### config.mk
export PLATFORM = sky130hd
export DESIGN_NAME = mxv_seq_ctrl
export DESIGN_NICKNAME = d
export VERILOG_FILES = /design/src/rtl/mxv_seq_ctrl.sv
export SDC_FILE = /design/constraint.sdc
export NUM_CORES = 1
export LEC_CHECK = 0
export BUFFER_PORTS_ARGS = -buffer_cell sky130_fd_sc_hd__buf_2
export CAP_MARGIN = 25
export CORE_MARGIN = 2
export CORE_UTILIZATION = 58
export CTS_CLUSTER_SIZE = 28
export DETAILED_ROUTE_END_ITERATION = 16
export PLACE_DENSITY = 0.85
export SLEW_MARGIN = 40
export SYNTH_ARGS = -nofsm -noshare
export SYNTH_HDL_FRONTEND = slang
export SYNTH_SLANG_ARGS = --single-unit
### constraint.sdc
create_clock -name clk -period 6.7 [get_ports clk]
set_input_delay 0.335 -clock clk [delete_from_list [all_inputs] [get_ports clk]]
set_output_delay 0.335 -clock clk [all_outputs]
set_load 0.03 [all_outputs]
### src/rtl/mxv_seq_ctrl.sv
`default_nettype none
// ============================================================================
// Module   : mxv_seq_ctrl
// Brief    : Matrix-vector array sequencer: pops vector elements, steers the
//            LANES multiply-accumulate lanes, drains results row by row.
// Revision : 1.0 - initial release
// ============================================================================
module mxv_seq_ctrl #(
  parameter int NMAX  = 8,
  parameter int LANES = 4,
  parameter int NW    = $clog2(NMAX + 1),
  parameter int LW    = (LANES > 1) ? $clog2(LANES) : 1
) (
  input  logic             clk,
  input  logic             rst,
  input  logic             start,
  input  logic             abort,
  input  logic [NW-1:0]    n,
  input  logic             in_empty,
  input  logic             out_full,
  output logic             pop,
  output logic             push,
  output logic [LW-1:0]    lane_sel,
  output logic [LANES-1:0] lane_en,
  output logic             acc_en,
  output logic             acc_clr,
  output logic [NW-1:0]    row_base,
  output logic [NW-1:0]    col_idx,
  output logic             busy,
  output logic             done,
  output logic             err
);

  typedef enum logic [2:0] {
    S_IDLE  = 3'd0,
    S_LOAD  = 3'd1,
    S_OP    = 3'd2,
    S_DRAIN = 3'd3,
    S_DONE  = 3'd4
  } state_t;

  localparam logic [NW:0] c_LANES = (NW + 1)'(LANES);
  localparam logic [NW:0] c_NMAX  = (NW + 1)'(NMAX);

  state_t        r_state, w_state_nxt;
  logic [NW-1:0] r_n, w_n_nxt;
  logic [NW-1:0] r_row_base, w_row_base_nxt;
  logic [NW-1:0] r_col_idx, w_col_idx_nxt;
  logic [LW-1:0] r_lane, w_lane_nxt;
  logic          r_err, w_err_nxt;

  logic [NW:0] w_rows_left, w_active, w_next_base;
  logic        w_n_ok, w_last_lane, w_last_col;

  // Pass arithmetic is one bit wider than the counters so row_base+LANES cannot wrap
  assign w_rows_left = {1'b0, r_n} - {1'b0, r_row_base};
  assign w_active    = (w_rows_left < c_LANES) ? w_rows_left : c_LANES;
  assign w_next_base = {1'b0, r_row_base} + c_LANES;
  assign w_last_lane = ((NW + 1)'(r_lane) == (w_active - 1'b1));
  assign w_last_col  = (r_col_idx == (r_n - 1'b1));
  assign w_n_ok      = (n != '0) && ({1'b0, n} <= c_NMAX);

  always_comb begin
    w_state_nxt    = r_state;
    w_n_nxt        = r_n;
    w_row_base_nxt = r_row_base;
    w_col_idx_nxt  = r_col_idx;
    w_lane_nxt     = r_lane;
    w_err_nxt      = 1'b0;
    pop            = 1'b0;
    push           = 1'b0;
    lane_sel       = '0;
    acc_en         = 1'b0;
    acc_clr        = 1'b0;
    case (r_state)
      S_IDLE: begin
        if (start) begin
          if (w_n_ok) begin
            w_n_nxt        = n;
            w_row_base_nxt = '0;
            w_col_idx_nxt  = '0;
            w_lane_nxt     = '0;
            w_state_nxt    = S_LOAD;
          end else begin
            w_err_nxt = 1'b1;
          end
        end
      end
      S_LOAD: begin
        pop = ~in_empty;
        if (!in_empty) w_state_nxt = S_OP;
      end
      S_OP: begin
        acc_en  = 1'b1;
        acc_clr = (r_col_idx == '0);
        if (w_last_col) begin
          w_col_idx_nxt = '0;
          w_state_nxt   = S_DRAIN;
        end else begin
          w_col_idx_nxt = r_col_idx + 1'b1;
          w_state_nxt   = S_LOAD;
        end
      end
      S_DRAIN: begin
        lane_sel = r_lane;
        push     = ~out_full;
        if (!out_full) begin
          if (w_last_lane) begin
            w_lane_nxt = '0;
            if (w_next_base >= {1'b0, r_n}) begin
              w_state_nxt = S_DONE;
            end else begin
              w_row_base_nxt = w_next_base[NW-1:0];
              w_state_nxt    = S_LOAD;
            end
          end else begin
            w_lane_nxt = r_lane + 1'b1;
          end
        end
      end
      S_DONE:  w_state_nxt = S_IDLE;
      default: w_state_nxt = S_IDLE;
    endcase
    // Abort overrides everything, including the FIFO strobes of this cycle
    if (abort) begin
      w_state_nxt    = S_IDLE;
      w_row_base_nxt = '0;
      w_col_idx_nxt  = '0;
      w_lane_nxt     = '0;
      w_err_nxt      = 1'b0;
      pop            = 1'b0;
      push           = 1'b0;
    end
  end

  always_ff @(posedge clk or negedge rst) begin
    if (!rst) begin
      r_state    <= S_IDLE;
      r_n        <= '0;
      r_row_base <= '0;
      r_col_idx  <= '0;
      r_lane     <= '0;
      r_err      <= 1'b0;
    end else begin
      r_state    <= w_state_nxt;
      r_n        <= w_n_nxt;
      r_row_base <= w_row_base_nxt;
      r_col_idx  <= w_col_idx_nxt;
      r_lane     <= w_lane_nxt;
      r_err      <= w_err_nxt;
    end
  end

  generate
    for (genvar gi = 0; gi < LANES; gi++) begin : g_lane_en
      assign lane_en[gi] = (r_state != S_IDLE) &&
                           (({1'b0, r_row_base} + (NW + 1)'(gi)) < {1'b0, r_n});
    end
  endgenerate

  assign row_base = r_row_base;
  assign col_idx  = r_col_idx;
  assign busy     = (r_state != S_IDLE);
  assign done     = (r_state == S_DONE);
  assign err      = r_err;

endmodule
`default_nettype wire
## Word level (Yosys, flattened, before mapping)

Index checks and enable logic that the tools add are counted.

- $add $sub $neg: 9
- Magnitude comparators: 7
- Eq/ne operators: 12
- Mux-type cells: 37
- Bitwise operators: 2
- Reductions and logical operators: 16

Operators by type and width:

| kind | number |
|---|---|
| $mux W4 | 8 |
| $mux W3 | 7 |
| $ne A3 B3 Y1 const B | 6 |
| $pmux W4 S2 | 2 |
| $lt A5 B4 Y1 | 3 |
| $mux W2 | 7 |
| $pmux W3 S4 | 1 |
| $add A4 B2 Y5 const B | 2 |
| $mux W1 | 10 |
| $reduce_bool A3 Y1 | 3 |
| $eq A3 B2 Y1 const B | 2 |
| $reduce_and A3 Y1 | 2 |
| $reduce_and A6 Y1 | 1 |
| $add A4 B1 Y5 const B | 1 |
| $add A4 B3 Y5 const B | 1 |
| $eq A2 B5 Y1 | 1 |
| $ge A5 B4 Y1 | 1 |
| $logic_and A1 B1 Y1 | 5 |
| $lt A5 B3 Y1 const B | 1 |
| $mux W5 | 1 |
| $reduce_and A5 Y1 | 1 |
| $sub A4 B4 Y5 | 1 |
| $sub A5 B1 Y5 const B | 1 |
| $add A4 B1 Y4 const B | 1 |
| other kinds (13) | 14 |

- Flip-flop bits (word level): 18
- Input port bits: 10
- Output and inout bits: 21
- Logic and storage cells: 89

## Logic depth before layout (Yosys ltp)

Gate-level depths: netlist of run 1.

- Word-level depth: 9
- Gate-level depth with buffers: 13
- Gate-level depth less buffers: 13

## Worst setup path after synthesis of run 1

Ideal clock, no wire load.

- Path kind: register to register
- Start: reg r_row_base[2] (netlist: row_base[2])
- End: reg r_row_base[2] (netlist: row_base[2])
- Library setup time: 125 ps
- Arrival time: 3003 ps
- Slack: 3572 ps
- Cell stages (with the launch flop): 14
- Period minus slack after synthesis: 3128 ps
- Cell sequence: dfrtp_1 -> inv_1 -> ha_1 -> nor2_1 -> o21ai_0 -> nand2_1 -> nand2_1 -> ha_1 -> xor2_1 -> and3_1 -> nand3_1 -> nor3b_2 -> or3_1 -> mux2_2

- Word-level cells in the longest chain between the ends: 7
- Elaborated cells between the ends (all ways): 15

Ends and longest elaborated chain:

| item | line | source |
|---|---|---|
| from (decl) | 47 | `logic [NW-1:0] r_row_base, w_row_base_nxt;` |
| from (signal assigned) | 147 | `r_row_base <= w_row_base_nxt;` |
| $sub A4 B4 Y5 | 56 | `assign w_rows_left = {1'b0, r_n} - {1'b0, r_row_base};` |
| $lt A5 B3 Y1 | 57 | `assign w_active = (w_rows_left < c_LANES) ? w_rows_left : c_LANES;` |
| $mux W5 | 57 |  |
| $sub A5 B1 Y5 | 59 | `assign w_last_lane = ((NW + 1)'(r_lane) == (w_active - 1'b1));` |
| $eq A2 B5 Y1 | 59 |  |
| $ne A3 B3 Y1 (no source line) | -- |  |
| $reduce_and A6 Y1 (no source line) | -- |  |

Several ways; a longest one is shown, not always the timed one. The select of a mux whose other input is x is not followed.
A chain may end at the register's enable or synchronous reset.

## Worst setup path in the final report of run 1

- Start: reg r_n[2]
- End: reg r_row_base[2] (netlist: row_base[2])

- Word-level cells in the longest chain between the ends: 7
- Elaborated cells between the ends (all ways): 9

Ends and longest elaborated chain:

| item | line | source |
|---|---|---|
| from (decl) | 46 | `logic [NW-1:0] r_n, w_n_nxt;` |
| from (signal assigned) | 146 | `r_n <= w_n_nxt;` |
| $sub A4 B4 Y5 | 56 |  |
| $lt A5 B3 Y1 | 57 |  |
| $mux W5 | 57 |  |
| $sub A5 B1 Y5 | 59 |  |
| $eq A2 B5 Y1 | 59 |  |
| $ne A3 B3 Y1 (no source line) | -- |  |
| $reduce_and A6 Y1 (no source line) (*) | -- |  |

Mark *: on every way between the ends. The rest lies on a longest branch, timed or not.

==> results of run 1 <==
[kinds of logic after synthesis]
group	after synthesis	share of synthesized area
other cells	2	0.00557
flops	16	0.297
xor+xnor	7	0.0455
compound gates	22	0.126
simple gates	57	0.239
buf+inv	18	0.0584
fa+ha+maj	14	0.135
mux	11	0.0928
[worst max path at each step]
stage	startpoint	end	depth (start not counted)
after CTS	row_base[2]$_DFFE_PN0P_	row_base[2]$_DFFE_PN0P_	13
after global placement	row_base[2]$_DFFE_PN0P_	row_base[2]$_DFFE_PN0P_	13
after floorplan	row_base[2]$_DFFE_PN0P_	row_base[2]$_DFFE_PN0P_	13
after detailed placement	row_base[2]$_DFFE_PN0P_	row_base[2]$_DFFE_PN0P_	13
after global routing	row_base[2]$_DFFE_PN0P_	row_base[2]$_DFFE_PN0P_	13
final	r_n[2]$_DFFE_PN0P_	row_base[2]$_DFFE_PN0P_	13
[cell type report]
type | count | area, um^2 | area share
Multi-Input combinational cell | 115 | 877 | 0.568
Sequential cell | 16 | 400 | 0.259
Timing Repair Buffer | 29 | 150 | 0.0972
Inverter | 12 | 45.0 | 0.0292
Clock buffer | 4 | 36.3 | 0.0235
Tap cell | 28 | 35.0 | 0.0227
[metal layers]
metal	global-route usage	share of wire
met5	0	0
met4	0.124	0.019
met3	0.0400	0.037
met2	0.422	0.51
met1	0.295	0.43
[flip-flops by register name, summed over array words and instances, names as in the netlist]
name / count
col_idx: 4
err: 1
r_lane: 2
r_n: 4
r_state: 3
row_base: 2
[cell usage after synthesis (2+ instances only)]
cell type,count
sky130_fd_sc_hd__a22o_1,2
sky130_fd_sc_hd__nor3_1,4
sky130_fd_sc_hd__ha_1,13
sky130_fd_sc_hd__buf_4,2
sky130_fd_sc_hd__nand2b_1,2
sky130_fd_sc_hd__mux2_2,7
sky130_fd_sc_hd__xnor2_1,6
sky130_fd_sc_hd__nand3_1,2
sky130_fd_sc_hd__dfrtp_1,16
sky130_fd_sc_hd__nand4_1,2
sky130_fd_sc_hd__o21ai_0,4
sky130_fd_sc_hd__nor3b_1,4
sky130_fd_sc_hd__and3_1,4
sky130_fd_sc_hd__nor2_1,11
sky130_fd_sc_hd__or2_1,2
sky130_fd_sc_hd__inv_1,11
sky130_fd_sc_hd__a221o_1,2
sky130_fd_sc_hd__conb_1,2
sky130_fd_sc_hd__nand2_1,15
sky130_fd_sc_hd__a21oi_1,4
sky130_fd_sc_hd__buf_2,3
sky130_fd_sc_hd__mux2i_1,2
sky130_fd_sc_hd__nor4b_1,2
[power by group through the flow]
stage	Sequential, uW	Combinational (uW)	Clock [uW]
after floorplan	143	282	0
after global routing	162	381	68.7
after detailed placement	159	344	0
after CTS	157	345	65.1
final	158	346	64.5
after global placement	157	333	0
[metrics by stage]
stage	instance area, um^2	std cells	hold WS [ns]
finish	1540	204	0.256
global route	1540	204	0.264
CTS	1540	204	0.246
detailed placement	1500	199	0.271
global placement	1500	199	0.264
floorplan	1360	149	0.0394
[critical path: stages, from the launching register on]
cell and delay [ns]:
sky130_fd_sc_hd__dfrtp_1 0.45, sky130_fd_sc_hd__inv_1 0.10, sky130_fd_sc_hd__ha_1 0.35, sky130_fd_sc_hd__nor2_1 0.06
sky130_fd_sc_hd__o21ai_0 0.35, sky130_fd_sc_hd__nand2_1 0.12, sky130_fd_sc_hd__nand2_1 0.09, sky130_fd_sc_hd__ha_1 0.23
sky130_fd_sc_hd__xor2_1 0.19, sky130_fd_sc_hd__and3_1 0.17, sky130_fd_sc_hd__nand3_1 0.06, sky130_fd_sc_hd__nor3b_2 0.20
sky130_fd_sc_hd__or3_1 0.41, sky130_fd_sc_hd__mux2_2 0.28
[timing repair]
action / CTS / global route
endpoints found under the hold margin: 16 / 0
setup endpoints to repair: 0 / 0
hold buffers: 1 / 0
==> impl_metrics.ini, run 1 <==
[run_status]
status = finished, final reports clean

[worst_setup_path]
r2r-start = r_n[2]$_DFFE_PN0P_
worstRegToRegCells = 13
crit_type = flip-flop to flip-flop
worstPathRequired_ns = 6.88
crit_fanout = 6
worstSetupStartpointType = flip-flop
critPathArrivalTime_ns = 3.36
r2r_end = row_base[2]$_DFFE_PN0P_
timing.reg2reg.setup_slack_ns = 3.52
worst_setup_path_end_kind = flip-flop

[finish]
layout_common_cells = sky130_fd_sc_hd__buf_2, sky130_fd_sc_hd__dfrtp_1, sky130_fd_sc_hd__nand2_1
area_overhead_vs_synth_pct = 14.5
final_nets = 201
layout.core_utilization = 0.698
mostFrequentLayoutCell = sky130_fd_sc_hd__buf_2
layout.filler_cells = 175
ratio_of_cells_with_drive_above_1_in_the_final_layout = 0.267
insertedDiodeCount = 0

[synthesis]
ys_seq_area_frac = 0.297
ys_warn_count = 0
count_of_state_elements_after_synthesis = 16
synth_edf_count = 0
synth.top_cell.area_share = 0.297
synthDistinctLibCells = 48
syn-cell-area_mm2 = 0.00135
synth_top_cell_by_area = sky130_fd_sc_hd__dfrtp_1
async_reset_ff_frac = 1.00
syn_area_per_cell_um2 = 9.18
synth_cells = 147
netlist_top_cells_area = sky130_fd_sc_hd__dfrtp_1, sky130_fd_sc_hd__ha_1, sky130_fd_sc_hd__mux2_2
postSynth.topFlopCell = sky130_fd_sc_hd__dfrtp_1

[global_routing]
groute.usage.overall = 0.245
grt_overflow = 0
global_route_wire_length_before_repair_um = 4900
first_global_vias = 1193
number_of_antenna_violations_at_the_first_check_in_global_routing = 0
grt_max_degree = 17

[worst_hold_path]
timing.hold.worst.start = abort
hold-path-endpoint = err$_DFF_PN0_
hp-class = primary input to flip-flop
whs_path_depth = 2

[clock_network]
htree_num_levels = 1
cts_repair_resize_count = 0
cts-buffers-inserted = 3
cts-root-to-sink-buffers = 2
cts_num_sinks = 16
clk_transition_reported_paths_ns = 0.09
root_buffer = sky130_fd_sc_hd__clkbuf_4
clock_insertion_delay_worst_skew_ns = 0.29
cts_setup_buffers = 0
tritoncts_clock_tree = done

[timing]
final-hold-violation-count = 0
grt_setup_unrepaired = no
final.setup.worst_slack_ns = 3.52
max_freq_mhz = 315
tmin_final_ns = 3.18
worstMarginPinSlew_ns = 0.600
timing.setup.tns_ns = 0
slew_viol_final = 0
normalized_max_slew_margin = 0.597
final_min_period_over_clock_period = 0.474
setup-violations-final = 0
skew_ns = 0.000724

[power_and_ir_drop]
cell_internal_pwr_uw = 293
switching_power_uw = 275
share_clk_of_total_power = 0.114
irDropWorstVdd_uv = 298
share_comb_of_total_power = 0.608
power_uw = 568
pwr_density_cell_mw_per_mm2 = 368
switching_fraction_of_total_power = 0.484
power_leakage_uw = 0.000780
p_seq_frac = 0.278

[place]
detailedPlacementHpwl_um = 2390
placement.setup.worst_slack_ns = 3.58
gp_congestion = 0.852
port_buffers = 28

[floorplanning]
floorplan.io_pins = 31
fp.dieW_um = 52.2
core_mm2 = 0.00221
chipHeight_um = 52.2
placement_rows = 17
dieArea_mm2 = 0.00273
initial_core_utilization = 0.610

[routing]
route.antenna.remaining_nets = 0
post-route-drc-count = 0
detail_route.first_pass.iterations = 4
via_per_inst = 5.68
wire_per_inst_um = 14.4
vias = 1158
drt-initial-drc-count = 23
drt-total-wl_um = 2950

[job]
cap_viol_max_count = 0
Power figures use the tool's default switching activity.
==> run 2, diff against run 1 <==
--- a/config.mk
+++ b/config.mk
@@ -5,13 +5,14 @@
 export SDC_FILE = /design/constraint.sdc
 export NUM_CORES = 1
 export LEC_CHECK = 0
+export ABC_AREA = 1
 export BUFFER_PORTS_ARGS = -buffer_cell sky130_fd_sc_hd__buf_2
 export CAP_MARGIN = 25
 export CORE_MARGIN = 2
-export CORE_UTILIZATION = 58
+export CORE_UTILIZATION = 54
 export CTS_CLUSTER_SIZE = 28
 export DETAILED_ROUTE_END_ITERATION = 16
-export PLACE_DENSITY = 0.85
+export PLACE_DENSITY = 0.79
 export SLEW_MARGIN = 40
 export SYNTH_ARGS = -nofsm -noshare
 export SYNTH_HDL_FRONTEND = slang
==> constraint.sdc (replaced) <==
create_clock -name clk -period 3.2 [get_ports clk]
set_input_delay 0.16 -clock clk [delete_from_list [all_inputs] [get_ports clk]]
set_output_delay 0.16 -clock clk [all_outputs]
set_load 0.03 [all_outputs]
==> run 2 against run 1 <==
Net effect: power increased to 2.6 times the previous value; hold slack got worse by 0.15 ns; sequential cell count unchanged; final area increased by 7.7%; global-route usage decreased by 3.8 points; critical path depth increased by 3; highest routed layer unchanged.
==> impl_metrics.ini, run 2 <==
[timing]
timing.setup.tns_ns = 0
final_min_period_over_clock_period = 0.766
tmin_final_ns = 2.45
final-hold-violation-count = 0
max_freq_mhz = 408
setup-violations-final = 0
skew_ns = 0.000916
grt_setup_unrepaired = no
final.setup.worst_slack_ns = 0.748
slew_viol_final = 0

[worst_setup_path]
crit_family = simple AND/OR/NAND/NOR gates
timing.critical_path.buf_inv = 2
worst_path_max_delay_cell = sky130_fd_sc_hd__dfrtp_1
launch_point_of_the_critical_path = row_base[2]$_DFFE_PN0P_
crit_fanout = 7
worst_setup_path_end_kind = flip-flop
critical_path.cell_chain = inv_1, ha_1, or2_1, nand2_2, nand3_2, ha_1, inv_1, o21ai_0, nand3_1, nand2_1, nor2_2, nand2_2, nand2_4, nand3_2, nand2_1, nand2_1
critPathArrivalTime_ns = 2.64
worstPathRequired_ns = 3.39
r2r-start = row_base[2]$_DFFE_PN0P_
worstSetupStartpointType = flip-flop
crit_type = flip-flop to flip-flop
path_common_cell = sky130_fd_sc_hd__nand2_1
cpPeakStageDelay_ns = 0.45

[power_and_ir_drop]
power_leakage_uw = 0.000938
irDropWorstVdd_uv = 674
pwr_density_cell_mw_per_mm2 = 890

[synthesis]
synth.top_cell.area_share = 0.274
ys_top_cells_by_count = sky130_fd_sc_hd__inv_1, sky130_fd_sc_hd__nand2_1, sky130_fd_sc_hd__nor2_1
synth_top_cell_by_area = sky130_fd_sc_hd__dfrtp_1
count_of_state_elements_after_synthesis = 16
synth_simple_gate_area_frac = 0.356
synthDistinctLibCells = 33
syn-cell-area_mm2 = 0.00146
muxShareOfSynthArea = 0.00684
synth-adder-area-share = 0.125
area_fraction_in_compound_gates_after_synthesis = 0.0932
async_reset_ff_frac = 1.00
ys_warn_count = 0
syn_area_per_cell_um2 = 7.21
dominant_combinational_cell_family_by_area_after_synthesis = simple AND/OR/NAND/NOR gates
synth_cells = 203
ys_seq_area_frac = 0.274
postSynth.topFlopCell = sky130_fd_sc_hd__dfrtp_1
synth_edf_count = 0
synth_xor_xnor_area_share = 0.0359
netlist_top_cells_area = sky130_fd_sc_hd__dfrtp_1, sky130_fd_sc_hd__ha_1, sky130_fd_sc_hd__inv_1

[clock_network]
root_buffer = sky130_fd_sc_hd__clkbuf_4
tritoncts_clock_tree = done
htree_num_levels = 1
clk_transition_reported_paths_ns = 0.09
clock_insertion_delay_worst_skew_ns = 0.29
cts-root-to-sink-buffers = 2
cts_num_sinks = 16
cts-buffers-inserted = 3
cts_repair_resize_count = 0

[run_status]
status = finished, final reports clean

[finish]
ratio_of_cells_with_drive_above_1_in_the_final_layout = 0.231
area_overhead_vs_synth_pct = 13.6
layout_common_cells = sky130_fd_sc_hd__inv_1, sky130_fd_sc_hd__nand2_1, sky130_fd_sc_hd__buf_2
layout.core_utilization = 0.659
insertedDiodeCount = 0
final_nets = 260

[floorplanning]
chipHeight_um = 56.1
initial_core_utilization = 0.580
fp.dieW_um = 56.1
core_mm2 = 0.00252
floorplan.io_pins = 31
dieArea_mm2 = 0.00314
placement_rows = 18

[place]
placement.setup.worst_slack_ns = 0.771
detailedPlacementHpwl_um = 2490
gp_congestion = 0.876
port_buffers = 28

[global_routing]
number_of_antenna_violations_at_the_first_check_in_global_routing = 0
grt_overflow = 0
grt_max_degree = 17
first_global_vias = 1238
groute.usage.overall = 0.207
global_route_wire_length_before_repair_um = 5260

[worst_hold_path]
hp-class = primary input to flip-flop
timing.hold.worst.start = start

[routing]
drt-total-wl_um = 3080
detail_route.first_pass.iterations = 4
drt-initial-drc-count = 35
route.antenna.remaining_nets = 0
vias = 1360
wire_per_inst_um = 11.7
post-route-drc-count = 0
via_per_inst = 5.15

[job]
cap_viol_max_count = 0
-- run 2: logic make-up after synthesis --
group | Yosys count
compound gates | 21
xor+xnor | 6
fa+ha+maj | 14
buf+inv | 39
flops | 16
mux | 1
other cells | 2
simple gates | 104
-- run 2: cell type report --
cell class,count,area [um^2]
fillers,247,860
repair buffers,29,150
inverters,36,135
flip-flops and latches,16,400
clock buffers,3,22.5
well taps,30,37.5
multi-input cells,150,917
-- run 2: layer usage --
layer / vias up / part of all wire / track usage / wire, um
li1: 710 / - / - / -
met3: 5 / 0.034 / 0.0279 / 106
met4: 0 / 0.013 / 0.0612 / 40
met1: 614 / 0.49 / 0.273 / 1500
met5: - / 0 / 0 / 0
met2: 31 / 0.46 / 0.351 / 1430
-- run 2: power by group --
part	internal, uW	leakage, uW	switching [uW]
registers	254	0.000209	65.4
logic	359	0.000715	692
clock network	43.8	0.0000138	65.6
total	657	0.000938	823
-- run 2: metrics by stage --
step	cells	power, uW	cell area, um^2	hold WS [ns]
2_1_floorplan	205	1150	1470	-0.136
3_3_place_gp	260	1350	1630	0.0965
3_5_place_dp	260	1370	1630	0.0943
4_1_cts	264	1480	1660	0.0983
5_1_grt	264	1630	1660	0.0881
6_report	264	1480	1660	0.102
-- run 2: worst min-delay path, cell delays in order --
cell	delay (ns)
sky130_fd_sc_hd__buf_2	0.12
sky130_fd_sc_hd__inv_1	0.05
sky130_fd_sc_hd__nor2_1	0.03
-- run 2: final timing paths --
path	end	slack (ns)	cells after the start
min reg2reg	r_state[1]$_DFFE_PN0P_	0.55	2
max in group asynchronous	r_lane[1]$_DFFE_PN0P_	2.63	2
min	err$_DFF_PN0_	0.10	3
max	row_base[2]$_DFFE_PN0P_	0.75	16
max reg2reg	row_base[2]$_DFFE_PN0P_	0.75	16
min in group asynchronous	col_idx[2]$_DFFE_PN0P_	0.30	2
-- run 2: repair_timing --
action / in CTS / in global routing
endpoints found under the hold margin: 16 / 0
hold buffers: 1 / 0
buffers inserted: 0 / 0
==> run 3, diff against run 2 <==
==> constraint.sdc (replaced) <==
create_clock -name clk -period 2.44 [get_ports clk]
set_input_delay 0.122 -clock clk [delete_from_list [all_inputs] [get_ports clk]]
set_output_delay 0.122 -clock clk [all_outputs]
set_load 0.03 [all_outputs]
==> run 3 against run 2 <==
Net effect: first-iteration DRC count is 40% lower; global-route usage increased by 1.1 points; non-clock buffer count up 7; critical path type unchanged; setup slack worse by 0.54 ns; largest cell class unchanged; combinational power up 43%.
==> impl_metrics.ini, run 3 (same netlist as run 2, synthesis figures left out) <==
[power_and_ir_drop]
pwr_density_cell_mw_per_mm2 = 1190
share_comb_of_total_power = 0.721
cell_internal_pwr_uw = 964
switching_power_uw = 1110
share_clk_of_total_power = 0.091
p_seq_frac = 0.188
irDropWorstVdd_uv = 903
power_uw = 2080
switching_fraction_of_total_power = 0.535
power_leakage_uw = 0.000980

[worst_hold_path]
hold-path-endpoint = err$_DFF_PN0_
timing.hold.worst.start = start
hp-class = primary input to flip-flop
whs_path_depth = 3

[routing]
route.antenna.remaining_nets = 0
drt-total-wl_um = 3170
route.layer.met1.wl_um = 1440
via_per_inst = 5.14
drt-initial-drc-count = 21
post-route-drc-count = 0
wl_met2_um = 1560
detail_route.first_pass.iterations = 4
wire_per_inst_um = 11.7
met3WireLength_um = 122
vias = 1399
highest-signal-layer = met4

[worst_setup_path]
worstPathRequired_ns = 2.64
crit_fanout = 7
crit_family = simple AND/OR/NAND/NOR gates
r2r_end = row_base[2]$_DFFE_PN0P_
worst_setup_path_end_kind = flip-flop
worstSetupStartpointType = flip-flop
crit_type = flip-flop to flip-flop
cpPeakStageDelay_ns = 0.42
worstRegToRegCells = 16
critPathArrivalTime_ns = 2.43
path_common_cell = sky130_fd_sc_hd__nand2_1
timing.reg2reg.setup_slack_ns = 0.21
r2r-start = row_base[2]$_DFFE_PN0P_
timing.critical_path.buf_inv = 2
worst_path_max_delay_cell = sky130_fd_sc_hd__dfrtp_2
critical_path.cell_chain = inv_2, ha_4, or2_1, nand2_2, nand3_2, ha_1, inv_1, o21ai_0, nand3_1, nand2_1, nor2_2, nand2_2, nand2_4, nand3_2, nand2_1, nand2_1

[timing]
final_min_period_over_clock_period = 0.913
max_freq_mhz = 449
timing.setup.tns_ns = 0
worst_hold_check_slack_ns = 0.0548
slew_viol_final = 0
grt_setup_unrepaired = no
setup-violations-final = 0
final-hold-violation-count = 0
tmin_final_ns = 2.23
skew_ns = 0.000856

[finish]
layout_common_cells = sky130_fd_sc_hd__nand2_1, sky130_fd_sc_hd__inv_1, sky130_fd_sc_hd__buf_2
ratio_of_cells_with_drive_above_1_in_the_final_layout = 0.273
final_nets = 267
layoutNonFillerInstCount = 272
insertedDiodeCount = 0
mostFrequentLayoutCell = sky130_fd_sc_hd__nand2_1
area_overhead_vs_synth_pct = 19.1
final_instance_area_mm2 = 0.00174

[floorplanning]
placement_rows = 18
initial_core_utilization = 0.580
floorplan.io_pins = 31
chipHeight_um = 56.1
fp.dieW_um = 56.1
core_mm2 = 0.00252
dieArea_mm2 = 0.00314

[global_routing]
global_route_wire_length_before_repair_um = 5510
groute.usage.overall = 0.218
number_of_antenna_violations_at_the_first_check_in_global_routing = 0
grt_overflow = 0
grt_max_degree = 17
first_global_vias = 1246

[place]
place.detailed.instances = 265
placement.cell_area_mm2 = 0.00167
port_buffers = 28
detailedPlacementHpwl_um = 2500
gp_congestion = 0.806

[clock_network]
cts-buffers-inserted = 3
cts_num_sinks = 16
htree_num_levels = 1
root_buffer = sky130_fd_sc_hd__clkbuf_4
cts-root-to-sink-buffers = 2
clk_transition_reported_paths_ns = 0.10
clock_insertion_delay_worst_skew_ns = 0.30
tritoncts_clock_tree = done

[run_status]
status = finished, final reports clean

[job]
cap_viol_max_count = 0
-- run 3: layer usage --
metal | GRT usage | vias up
met5 | 0 | -
met4 | 0.0748 | 0
met3 | 0.0256 | 5
met2 | 0.378 | 32
met1 | 0.279 | 635
li1 | - | 727
-- run 3: worst max-delay path by stage --
| stage | start | end | slack (ns) | cells past startpoint |
|---|---|---|---|---|
| floorplan | row_base[2]$_DFFE_PN0P_ | row_base[3]$_DFFE_PN0P_ | 0.06 | 13 |
| global placement | r_n[2]$_DFFE_PN0P_ | row_base[2]$_DFFE_PN0P_ | 0.14 | 13 |
| detailed placement | r_n[2]$_DFFE_PN0P_ | row_base[2]$_DFFE_PN0P_ | 0.07 | 16 |
| CTS | r_n[2]$_DFFE_PN0P_ | row_base[2]$_DFFE_PN0P_ | 0.05 | 16 |
| global route | row_base[2]$_DFFE_PN0P_ | row_base[3]$_DFFE_PN0P_ | 0.02 | 16 |
| finish | row_base[2]$_DFFE_PN0P_ | row_base[2]$_DFFE_PN0P_ | 0.21 | 16 |
-- run 3: cell type report --
cell class | instances | area [um^2]
Sequential cell | 16 | 402
Tap cell | 30 | 37.5
Inverter | 36 | 135
Clock buffer | 4 | 36.3
Fill cell | 231 | 779
Multi-Input combinational cell | 150 | 930
Timing Repair Buffer | 36 | 203
-- run 3: power groups by stage --
stage          logic [uW]  clock network (uW)  registers, uW
2_1_floorplan        1080                   0            424
3_3_place_gp         1420                   0            393
3_5_place_dp         1440                   0            394
4_1_cts              1450                 190            389
5_1_grt              1660                 200            399
6_report             1500                 189            389
-- run 3: metrics by stage --
stage	worst slack [ns]	util
global route	0.0244	0.691
global placement	0.143	0.662
CTS	0.0516	0.680
finish	0.212	0.691
detailed placement	0.0733	0.662
floorplan	0.0641	-
-- run 3: worst min-delay path: stages --
cell,delay [ns]
sky130_fd_sc_hd__buf_2,0.12
sky130_fd_sc_hd__inv_1,0.05
sky130_fd_sc_hd__nor2_1,0.04
-- run 3: what timing repair did --
action,in CTS,in global routing
resized for setup,0,4
hold endpoints to repair,16,0
hold buffers,1,0
setup endpoints to repair,0,7
buffers inserted,0,2
